$ cat src/rtl/edc_scrubber.sv
// Background scrubber for (40,32) SEC-DED RAM: reads each word, checks it with the shared
// encoder/corrector, writes back single-bit fixes and flags uncorrectable words.
module edc_scrubber #(
    parameter int AW    = 10,
    parameter int DEPTH = 1024
) (
    input  logic          i_clk,
    input  logic          i_rst,
    input  logic          i_enable,
    input  logic [15:0]   i_interval,
    input  logic          i_host_busy,
    input  logic          i_host_we,
    input  logic [AW-1:0] i_host_addr,
    output logic          o_mem_req,
    output logic          o_mem_we,
    output logic [AW-1:0] o_mem_addr,
    output logic [39:0]   o_mem_wdata,
    input  logic          i_mem_ack,
    input  logic [39:0]   i_mem_rdata,
    output logic [31:0]   o_enc_data,
    input  logic [7:0]    i_enc_ecc,
    output logic [31:0]   o_cor_data,
    output logic [7:0]    o_cor_syndrome,
    input  logic [31:0]   i_cor_data,
    input  logic          i_cor_detected,
    input  logic          i_cor_uncorrected,
    output logic          o_busy,
    output logic          o_pass_done,
    output logic          o_irq_uncorr,
    output logic [15:0]   o_corr_count,
    output logic [15:0]   o_uncorr_count,
    output logic [AW-1:0] o_last_err_addr
);
    // state | meaning
    // IDLE  | parked, scrub address retained
    // WAIT  | pacing gap of i_interval cycles (skipped when 0)
    // READ  | fetch word, stalled while host owns memory
    // CHECK | re-encode data, register syndrome
    // EVAL  | classify through the corrector
    // WRITE | write back corrected word with fresh check bits
    // NEXT  | advance/wrap address, pass-done pulse
    typedef enum logic [2:0] {
        S_IDLE, S_WAIT, S_READ, S_CHECK, S_EVAL, S_WRITE, S_NEXT
    } state_t;

    state_t        r_state, w_next;
    logic [AW-1:0] r_addr;
    logic [15:0]   r_wait_cnt;
    logic [31:0]   r_data;
    logic [7:0]    r_ecc;
    logic [7:0]    r_syn;
    logic [31:0]   r_fix;
    logic [15:0]   r_corr_cnt;
    logic [15:0]   r_uncorr_cnt;
    logic [AW-1:0] r_last_err;
    logic          r_irq;

    logic w_race, w_last;
    logic w_load_wait, w_latch_rd, w_latch_syn, w_latch_fix;
    logic w_set_last, w_inc_corr, w_inc_uncorr, w_irq, w_adv;

    assign w_race = i_host_we && (i_host_addr == r_addr);
    assign w_last = (r_addr == AW'(DEPTH - 1));

    always_comb begin
        w_next         = r_state;
        o_mem_req      = 1'b0;
        o_mem_we       = 1'b0;
        o_mem_wdata    = '0;
        o_enc_data     = '0;
        o_cor_data     = '0;
        o_cor_syndrome = '0;
        o_pass_done    = 1'b0;
        w_load_wait    = 1'b0;
        w_latch_rd     = 1'b0;
        w_latch_syn    = 1'b0;
        w_latch_fix    = 1'b0;
        w_set_last     = 1'b0;
        w_inc_corr     = 1'b0;
        w_inc_uncorr   = 1'b0;
        w_irq          = 1'b0;
        w_adv          = 1'b0;
        case (r_state)
            S_IDLE: begin
                if (i_enable) begin
                    w_load_wait = 1'b1;
                    w_next      = (i_interval == 16'd0) ? S_READ : S_WAIT;
                end
            end
            S_WAIT: begin
                if (r_wait_cnt <= 16'd1) w_next = S_READ;
            end
            S_READ: begin
                o_mem_req = !i_host_busy;
                if (o_mem_req && i_mem_ack) begin
                    w_latch_rd = 1'b1;
                    w_next     = S_CHECK;
                end
            end
            S_CHECK: begin
                o_enc_data = r_data;
                if (w_race) begin
                    w_next = S_NEXT;
                end else begin
                    w_latch_syn = 1'b1;
                    w_next      = S_EVAL;
                end
            end
            S_EVAL: begin
                o_cor_data     = r_data;
                o_cor_syndrome = r_syn;
                w_next         = S_NEXT;
                // A host write to this word makes our view stale; drop any error handling.
                if (!w_race && i_cor_detected) begin
                    w_set_last = 1'b1;
                    if (i_cor_uncorrected) begin
                        w_inc_uncorr = 1'b1;
                        w_irq        = 1'b1;
                    end else begin
                        w_latch_fix = 1'b1;
                        w_next      = S_WRITE;
                    end
                end
            end
            S_WRITE: begin
                o_enc_data  = r_fix;
                o_mem_wdata = {i_enc_ecc, r_fix};
                o_mem_we    = 1'b1;
                if (w_race) begin
                    w_next = S_NEXT;
                end else begin
                    o_mem_req = !i_host_busy;
                    if (o_mem_req && i_mem_ack) begin
                        w_inc_corr = 1'b1;
                        w_next     = S_NEXT;
                    end
                end
            end
            S_NEXT: begin
                o_pass_done = w_last;
                w_adv       = 1'b1;
                if (i_enable) begin
                    w_load_wait = 1'b1;
                    w_next      = (i_interval == 16'd0) ? S_READ : S_WAIT;
                end else begin
                    w_next = S_IDLE;
                end
            end
            default: w_next = S_IDLE;
        endcase
    end

    always_ff @(posedge i_clk) begin
        if (i_rst) begin
            r_state      <= S_IDLE;
            r_addr       <= '0;
            r_wait_cnt   <= '0;
            r_data       <= '0;
            r_ecc        <= '0;
            r_syn        <= '0;
            r_fix        <= '0;
            r_corr_cnt   <= '0;
            r_uncorr_cnt <= '0;
            r_last_err   <= '0;
            r_irq        <= 1'b0;
        end else begin
            r_state <= w_next;
            r_irq   <= w_irq;
            if (w_load_wait)
                r_wait_cnt <= i_interval;
            else if (r_state == S_WAIT && r_wait_cnt != 16'd0)
                r_wait_cnt <= r_wait_cnt - 16'd1;
            if (w_latch_rd) begin
                r_data <= i_mem_rdata[31:0];
                r_ecc  <= i_mem_rdata[39:32];
            end
            if (w_latch_syn) r_syn <= i_enc_ecc ^ r_ecc;
            if (w_latch_fix) r_fix <= i_cor_data;
            if (w_set_last) r_last_err <= r_addr;
            if (w_inc_corr && r_corr_cnt != 16'hFFFF)
                r_corr_cnt <= r_corr_cnt + 16'd1;
            if (w_inc_uncorr && r_uncorr_cnt != 16'hFFFF)
                r_uncorr_cnt <= r_uncorr_cnt + 16'd1;
            if (w_adv) r_addr <= w_last ? '0 : r_addr + 1'b1;
        end
    end

    assign o_mem_addr      = r_addr;
    assign o_busy          = (r_state != S_IDLE);
    assign o_irq_uncorr    = r_irq;
    assign o_corr_count    = r_corr_cnt;
    assign o_uncorr_count  = r_uncorr_cnt;
    assign o_last_err_addr = r_last_err;

endmodule

$ cat config.mk
export PLATFORM = sky130hd
export DESIGN_NAME = edc_scrubber
export DESIGN_NICKNAME = d
export VERILOG_FILES = /design/src/rtl/edc_scrubber.sv
export SDC_FILE = /design/constraint.sdc
export NUM_CORES = 1
export LEC_CHECK = 0
export ABC_AREA = 0
export BUFFER_PORTS_ARGS = -buffer_cell sky130_fd_sc_hd__buf_2
export CORE_MARGIN = 2
export CORE_UTILIZATION = 46
export DETAILED_ROUTE_END_ITERATION = 12
export GPL_TIMING_DRIVEN = 0
export PLACE_DENSITY = 0.87
export SKIP_LAST_GASP = 1
export SLEW_MARGIN = 10
export SYNTH_ARGS = -nofsm -noshare
export SYNTH_HDL_FRONTEND = slang
export SYNTH_SLANG_ARGS = --single-unit
$ cat constraint.sdc
create_clock -name i_clk -period 2.36 [get_ports i_clk]
set_input_delay 0.118 -clock i_clk [delete_from_list [all_inputs] [get_ports i_clk]]
set_output_delay 0.118 -clock i_clk [all_outputs]
set_load 0.005 [all_outputs]
# == Word-level counts from Yosys, hierarchy flattened ==
# Index checks and enable logic that the tools add are counted.
# totals
register_bits,152
out_inout_bits,169
# classes
add_sub_neg,4
n_lt_le_gt_ge,1
n_eq_ne,14
muxes,39
bitwise,1
reduce_logical,15
# ops
op,n
one-hot mux 32 bit (2 select lines),1
2-to-1 mux 40 bit,1
adder 16 x 1 -> 16 bit (second input constant),2
2-to-1 mux 16 bit,2
2-to-1 mux 32 bit,1
!= test 16 bit (second input constant),2
one-hot mux 3 bit (7 select lines),1
2-to-1 mux 1 bit,20
less-or-equal comparator 16 x 1 -> 1 bit (second input constant),1
logical NOT 16 bit,1
nonzero test 16 bit,1
subtractor 16 x 1 -> 16 bit (second input constant),1
2-to-1 mux 3 bit,5
adder 10 x 1 -> 10 bit (second input constant),1
== test 10 bit,1
== test 10 bit (second input constant),1
2-to-1 mux 10 bit,1
2-to-1 mux 2 bit,5
== test 3 bit (second input constant),3
2-to-1 mux 8 bit,1
bitwise XOR 8 bit,1
== test 3 x 2 -> 1 bit (second input constant),2
logical AND 1 bit,6
!= test 2 bit (second input constant),3
other kinds (9),10

# == Longest topological paths before layout ==
# Gate-level depths: netlist (run 1).
# depth
depth_word,7
ltp_mapped,10

# == Worst setup path before layout (run 1) ==
# OpenSTA, ideal clock, no wires.
# synth_path
path_type,register to register
from,register r_addr[2] (netlist: o_mem_addr[2])
to,register r_uncorr_cnt[11] (netlist: o_uncorr_count[11])
setup_time_ps,121
arrival_ps,1928
path_slack_ps,312
stages_incl_launch_ff,8
path_cell_list,dfxtp_1 > clkbuf_2 > xnor2_1 > nand3_1 > o31ai_2 > nor3_1 > nand4_1 > mux2_2
# synth_between
elab_chain_cells,7
# synth_lines
element,line_no,text
"start, declared",47,logic [AW-1:0] r_addr;
"start signal, assigned",184,if (w_adv) r_addr <= w_last ? '0 : r_addr + 1'b1;
== test 10 bit,62,assign w_race = i_host_we && (i_host_addr == r_addr);
logical AND 1 bit,62,
logical NOT 1 bit,114,if (!w_race && i_cor_detected) begin
logical AND 1 bit,114,
2-to-1 mux 1 bit,114,
2-to-1 mux 1 bit,83,case (r_state)
logical AND 1 bit,182,if (w_inc_uncorr && r_uncorr_cnt != 16'hFFFF)
"end signal, assigned",183,r_uncorr_cnt <= r_uncorr_cnt + 16'd1;
"end, declared",54,logic [15:0] r_uncorr_cnt;
# Every way passes these cells.
# A chain may end at the register's enable or synchronous reset.

# == Worst setup path in the final report (run 1) ==
# layout_path
from,register r_state[1]
to,output port o_enc_data[11]
# layout_between
elab_chain_cells,2
word_cells_on_any_way,3
classes_between,eq/ne (2); mux (1)
# layout_lines
element,line_no,text
"start, declared",46,"state_t r_state, w_next;"
"start signal, assigned",167,r_state <= w_next;
== test 3 bit / == test 3 x 2 -> 1 bit (equally long branches),83,
one-hot mux 32 bit (2 select lines) *,83,
"end, declared",20,"output logic [31:0] o_enc_data,"
# Every way passes the cells marked *; elsewhere a longest branch is shown, timed or not.

==> results of run 1 <==
worst min path at each step:
| stage | start | end | slack (ns) |
|---|---|---|---|
| 6_report | i_enc_ecc[1] | r_syn[1]$_SDFFE_PP0P_ | 0.01 |
| 5_1_grt | i_enc_ecc[5] | r_syn[5]$_SDFFE_PP0P_ | 0.03 |
| 4_1_cts | i_enc_ecc[1] | r_syn[1]$_SDFFE_PP0P_ | 0.000008 |
| 3_5_place_dp | i_cor_data[4] | r_fix[4]$_SDFFE_PP0P_ | 0.36 |
| 3_3_place_gp | i_cor_data[9] | r_fix[9]$_SDFFE_PP0P_ | 0.35 |
| 2_1_floorplan | i_interval[7] | r_wait_cnt[7]$_SDFFE_PP0P_ | 0.25 |
layer usage:
metal  share of wire  vias up  GRT usage
met3           0.084      124     0.0822
met1            0.39     3953      0.358
met2            0.48      499      0.496
met5               0        -          0
met4           0.045        0      0.148
li1                -     3851          -
registers in the layout, indices dropped and copies added (netlist names), 8 cells and up:
name             count
r_wait_cnt          16
r_ecc                8
r_data              32
o_uncorr_count      16
o_corr_count        16
o_last_err_addr     10
r_fix               32
r_syn                8
o_mem_addr          10
kinds of logic (layout without fill, tap and decap cells):
kind of cell | after synthesis | in the layout | share of synthesized area
muxes | 49 | 49 | 0.0673
and+or+nand+nor | 426 | 426 | 0.287
DFF | 152 | 152 | 0.411
xor gates and xnor gates | 55 | 55 | 0.0651
adders and majority gates | 5 | 5 | 0.00845
buffers and inverters | 69 | 459 | 0.0374
AOI/OAI and AO/OA | 142 | 142 | 0.124
other | 0 | 1 | 0
worst min-delay path, delay by kind of cell:
kind / cells / cell delay (ns)
XOR/XNOR: 1 / 0.11
buffers and inverters: 1 / 0.10
AO/OA/AOI/OAI: 1 / 0.06
layout by cell type, fill, tap and decap left out, types with 5 or more instances in the layout:
master         Yosys  routed
buf_4              1       5
inv_1             10       8
mux2_2             6       6
a31oi_1            5       5
nand2_1          120     120
ha_1               5       5
a21oi_1           62      62
nor2_1           111     109
a21o_1            33      33
nand4_1           19      19
clkbuf_1          47      37
mux2i_1           43      43
clkbuf_2           1       7
xnor2_1           34      33
clkbuf_16          0      17
dlygate4sd3_1      0      78
o21ai_0            6       5
o211ai_1           5       5
a211oi_1          12      12
nor2b_1            6       6
dfxtp_1          152     152
and2_1            47      47
xor2_1            21      21
nor3_1            12       9
nand3_1           20      19
nor4_1            14      14
and3_1            52      52
buf_2             10     288
cell usage after synthesis, types with 5 or more instances:
master    count  area share
a31oi_1       5      0.0042
a211oi_1     12       0.012
nor3_1       12      0.0081
dfxtp_1     152        0.41
mux2_2        6      0.0091
a21oi_1      62       0.042
xnor2_1      34       0.040
nand3_1      20       0.014
nand4_1      19       0.016
a21o_1       33       0.033
buf_2        10      0.0068
nor4_1       14       0.012
mux2i_1      43       0.058
nor2b_1       6      0.0051
and3_1       52       0.044
clkbuf_1     47       0.024
nand2_1     120       0.061
xor2_1       21       0.025
ha_1          5      0.0085
and2_1       47       0.040
o211ai_1      5      0.0051
inv_1        10      0.0051
nor2_1      111       0.056
o21ai_0       6      0.0041
power by group through the flow:
stage               Combinational [mW]  Clock (mW)  Sequential, mW
floorplan                         1.16           0            2.93
global placement                  1.60           0            2.96
detailed placement                1.66           0            2.97
CTS                               1.80        2.75            2.92
global route                      2.08        2.85            2.95
finish                            1.90        2.74            2.93
final cells by class:
| class | instances | area [um2] |
|---|---|---|
| Multi-Input combinational cell | 677 | 4160 |
| Clock buffer | 20 | 467 |
| Timing Repair Buffer | 362 | 2220 |
| Tap cell | 216 | 270 |
| Sequential cell | 152 | 3040 |
| Antenna cell | 1 | 2.50 |
| Buffer | 57 | 260 |
| Fill cell | 1194 | 5240 |
| Inverter | 10 | 43.8 |
| Clock inverter | 10 | 119 |
timing repair:
item                                    CTS  global route
endpoints found under the setup margin  108           141
hold buffers                             78             0
pin swaps                                 0             1
setup buffers                             0             2
hold endpoints to repair                 78             0
gates resized for setup                  15            24
==> impl_metrics.toml, run 1 <==
[sta]
max_freq_ghz = 0.437
setup-violations-final = 0
whs_ns = 0.0145
timing.final.ws_setup_ns = 0.0725
relSlewSlack = 0.496
tightest_slew_ns = 0.757
rsz0062_at_grt = "yes"
period_share = 0.969
tns_ns = 0
slew_violations = 0
period_needed_ns = 2.29
fin_worst_skew_ns = 0.0133
hold_viol = 0

[die]
rows = 46
die_height_um = 131
boundaryPins = 283
core_area_um2 = 15800
fp.dieW_um = 131
die-area_um2 = 17100
start_util = 0.468

[hold_path]
whs_path_depth = 3
min_path_type = "input port to flop"

[power]
swShare = 0.323
clkPwrFrac = 0.362
p_leak_nw = 4.98
fin_total_pwr_mw = 7.57
switchingPower_mw = 2.44
power.density_nw_per_um2 = 715
p_comb_frac = 0.252
irDropWorstVdd_uv = 523
seqPwrFrac = 0.387
power.internal_mw = 5.13

[clock_tree]
cts_sinks = 152
cts.path.max_buffers = 2
clock-root-buffer = "clkbuf_16"
cts_max_level = 4
clk_pin_slew_worst_paths_ns = 0.06
numCtsBuffers = 17
cts_tree = "done"
insertion_delay_ns = 0.42

[cells_and_area]
fin_cells = 1505
drive_gt1_frac = 0.283
fin_area_um2 = 10600
nets = 1396
finish.utilization = 0.669
area_delta_synth_final_pct = 43.0

[yosys]
yosys_warnings = 0
synth_nets = 1017
synth.distinct_cells = 55
synthCells = 898
ys_seq_area_frac = 0.411
synth_flop_cell = "dfxtp_1"
syn_area_um2 = 7400
synth_edf_count = 0
postSynth.asyncResetShare = 0
avgSynthCellArea_um2 = 8.24
synth-seq-cells = 152

[worst_setup_path]
cpPeakStageDelay_ns = 0.42
path_depth = 8
rr_worst_depth = 9
crit_start = "r_state[1]$_SDFFE_PP0P_"
crit_path_end_kind = "output port"
cp.arrival_ns = 2.17
r2r_start = "o_mem_addr[2]$_SDFFE_PP0P_"
critPathSlowestCell = "dfxtp_1"
r2r_end = "r_fix[13]$_SDFFE_PP0P_"
ff2ff_setup_slack_ns = 0.09
crit_chain = "buf_6 -> clkinvlp_4 -> nand3_2 -> inv_4 -> clkbuf_4 -> and2_1 -> a21o_1 -> buf_2"
critical_path_class = "flop to output port"
path_max_fanout = 10
start_kind = "flop"
crit_path_end = "o_enc_data[11]"
path_delay_family = "buffers and inverters"
worst-path-buf-inv = 5
worstPathRequired_ns = 2.24

[place]
gp_congestion = 0.928
place_ws_ns = -0.264
hpwl_um = 18100
portBuffers = 282
placedCellCount = 1396
placed_area_um2 = 9080

[drt]
dr.pass1.iters = 8
wl_um = 27400
wire_per_inst_um = 18.2
vias_per_cell = 5.60
drt.antenna.violating_nets = 0
drt_first_iter_violations = 650
vias = 8427
drc_errors = 0

[global_route]
grt_max_degree = 17
grt_pass1_wl_um = 39800
grt_pass1_vias = 7906
grt_overflow = 0
antenna_found_initial = 0
track_usage = 0.299

[flow_run]
maxCapViolCount = 0

[status]
outcome = "complete, no violations"
(Power assumes the default switching activity.)
==> inputs of run 2 (changes only) <==
CELL_PAD_IN_SITES_DETAIL_PLACEMENT = 1   (was default)
CELL_PAD_IN_SITES_GLOBAL_PLACEMENT = 1   (was default)
CORE_UTILIZATION = 35   (was 46)
PLACE_DENSITY = 0.91   (was 0.87)
==> impl_metrics.toml, run 2 (synthesis gave the netlist of run 1 again) <==
[drt]
vias = 8535
wire_per_inst_um = 21.0
vias_per_cell = 5.38
drc_errors = 0
drt.antenna.violating_nets = 0
dr.pass1.iters = 5
wl_um = 33200
drt_first_iter_violations = 373

[clock_tree]
clock-root-buffer = "clkbuf_16"
cts_max_level = 4
numCtsBuffers = 17
clk_pin_slew_worst_paths_ns = 0.07
cts.path.max_buffers = 2
insertion_delay_ns = 0.43
cts_tree = "done"
cts_sinks = 152

[cells_and_area]
fill_cells = 2572
finish.utilization = 0.517
fin_cells = 1585
final_common_cell = "buf_2"
multi_input_area_um2 = 4200
area_delta_synth_final_pct = 45.9
seqCellArea_um2 = 3050
final_cell_mix = "buf_2, dfxtp_1, nand2_1"
nets = 1411
reg_top3 = "r_data (32), r_fix (32)"
drive_gt1_frac = 0.299

[worst_setup_path]
path_max_fanout = 10
crit_path_end_kind = "flop"
worstPathRequired_ns = 2.64
start_kind = "flop"
critical_path_class = "flop to flop"
cp.arrival_ns = 2.62

[global_route]
grt_overflow = 0
grt_pass1_vias = 9220
grt_pass1_wl_um = 49400
antenna_found_initial = 5
grt_max_degree = 17
track_usage = 0.285

[power]
power.density_nw_per_um2 = 714
p_leak_nw = 5.07
irDropWorstVdd_uv = 530

[sta]
relSlewSlack = 0.418
tightest_slew_ns = 0.873
fin_worst_skew_ns = 0.0106
period_needed_ns = 2.33
max_freq_ghz = 0.429
rsz0062_at_grt = "yes"
period_share = 0.988
timing.final.ws_setup_ns = 0.0281
hold_viol = 0
setup-violations-final = 0
slew_violations = 0

[die]
die-area_um2 = 22300
core_area_um2 = 20900
die_height_um = 149
start_util = 0.354
boundaryPins = 283
rows = 53
fp.dieW_um = 149

[place]
placedCellCount = 1455
gp_congestion = 0.877
place_ws_ns = -0.249
hpwl_um = 21600
portBuffers = 282

[hold_path]
min_path_type = "input port to flop"

[flow_run]
maxCapViolCount = 0

[status]
outcome = "complete, no violations"
-- run 2: what timing repair did --
action | CTS | global route
setup endpoints to repair | 132 | 194
pin swaps | 1 | 6
resized for setup | 20 | 34
hold endpoints to repair | 79 | 0
buffers inserted | 1 | 15
hold buffers | 79 | 0
-- run 2: area by class of cell --
cell class,count,area share
clock buffer,18,0.0407
antenna,5,0.00116
tap,275,0.0319
sequential,152,0.282
clock inverter,14,0.0120
timing repair buffer,377,0.215
inverter,10,0.00371
multi-input combinational,677,0.389
buffer,57,0.0244
-- run 2: final timing paths --
check | startpoint | depth (start not counted) | end | slack (ns)
min reg2reg | r_ecc[1]$_SDFFE_PP0P_ | 2 | r_ecc[1]$_SDFFE_PP0P_ | 0.48
max reg2reg | o_mem_addr[2]$_SDFFE_PP0P_ | 8 | r_fix[7]$_SDFFE_PP0P_ | 0.03
max | o_mem_addr[2]$_SDFFE_PP0P_ | 8 | r_fix[7]$_SDFFE_PP0P_ | 0.03
min | i_enc_ecc[4] | 3 | r_syn[4]$_SDFFE_PP0P_ | 0.01
-- run 2: layer usage --
metal | track usage | part of all wire | vias to the layer above
met3 | 0.0591 | 0.055 | 105
met4 | 0.149 | 0.038 | 2
met5 | 0 | 0.00048 | -
li1 | - | - | 3896
met2 | 0.510 | 0.52 | 348
met1 | 0.318 | 0.39 | 4184
-- run 2: where the power goes --
group | internal [mW] | switching, mW | total [mW]
Sequential | 2.75 | 0.184 | 2.93
Clock | 1.42 | 1.28 | 2.70
Combinational | 0.837 | 1.24 | 2.08
Total | 5.01 | 2.71 | 7.72
-- run 2: worst max-delay path: stages (launching register included) --
cell and delay [ns]:
dfxtp_1 0.33, clkbuf_4 0.19, xnor2_2 0.17, nand3_1 0.22
o31ai_4 0.12, nor3_4 0.40, buf_4 0.31, mux2i_1 0.30
nor2_1 0.12
-- run 2: stage by stage --
| stage | cell area, um2 | power [mW] | setup TNS, ns | hold WS, ns |
|---|---|---|---|---|
| detailed placement | 9160 | 4.69 | -7.88 | 0.362 |
| global placement | 9160 | 4.61 | -4.66 | 0.351 |
| CTS | 10600 | 7.50 | -0.950 | 0.00123 |
| floorplan | 7400 | 4.10 | 0 | 0.254 |
| global route | 10800 | 8.10 | -1.23 | 0.0197 |
| finish | 10800 | 7.72 | 0 | 0.0144 |
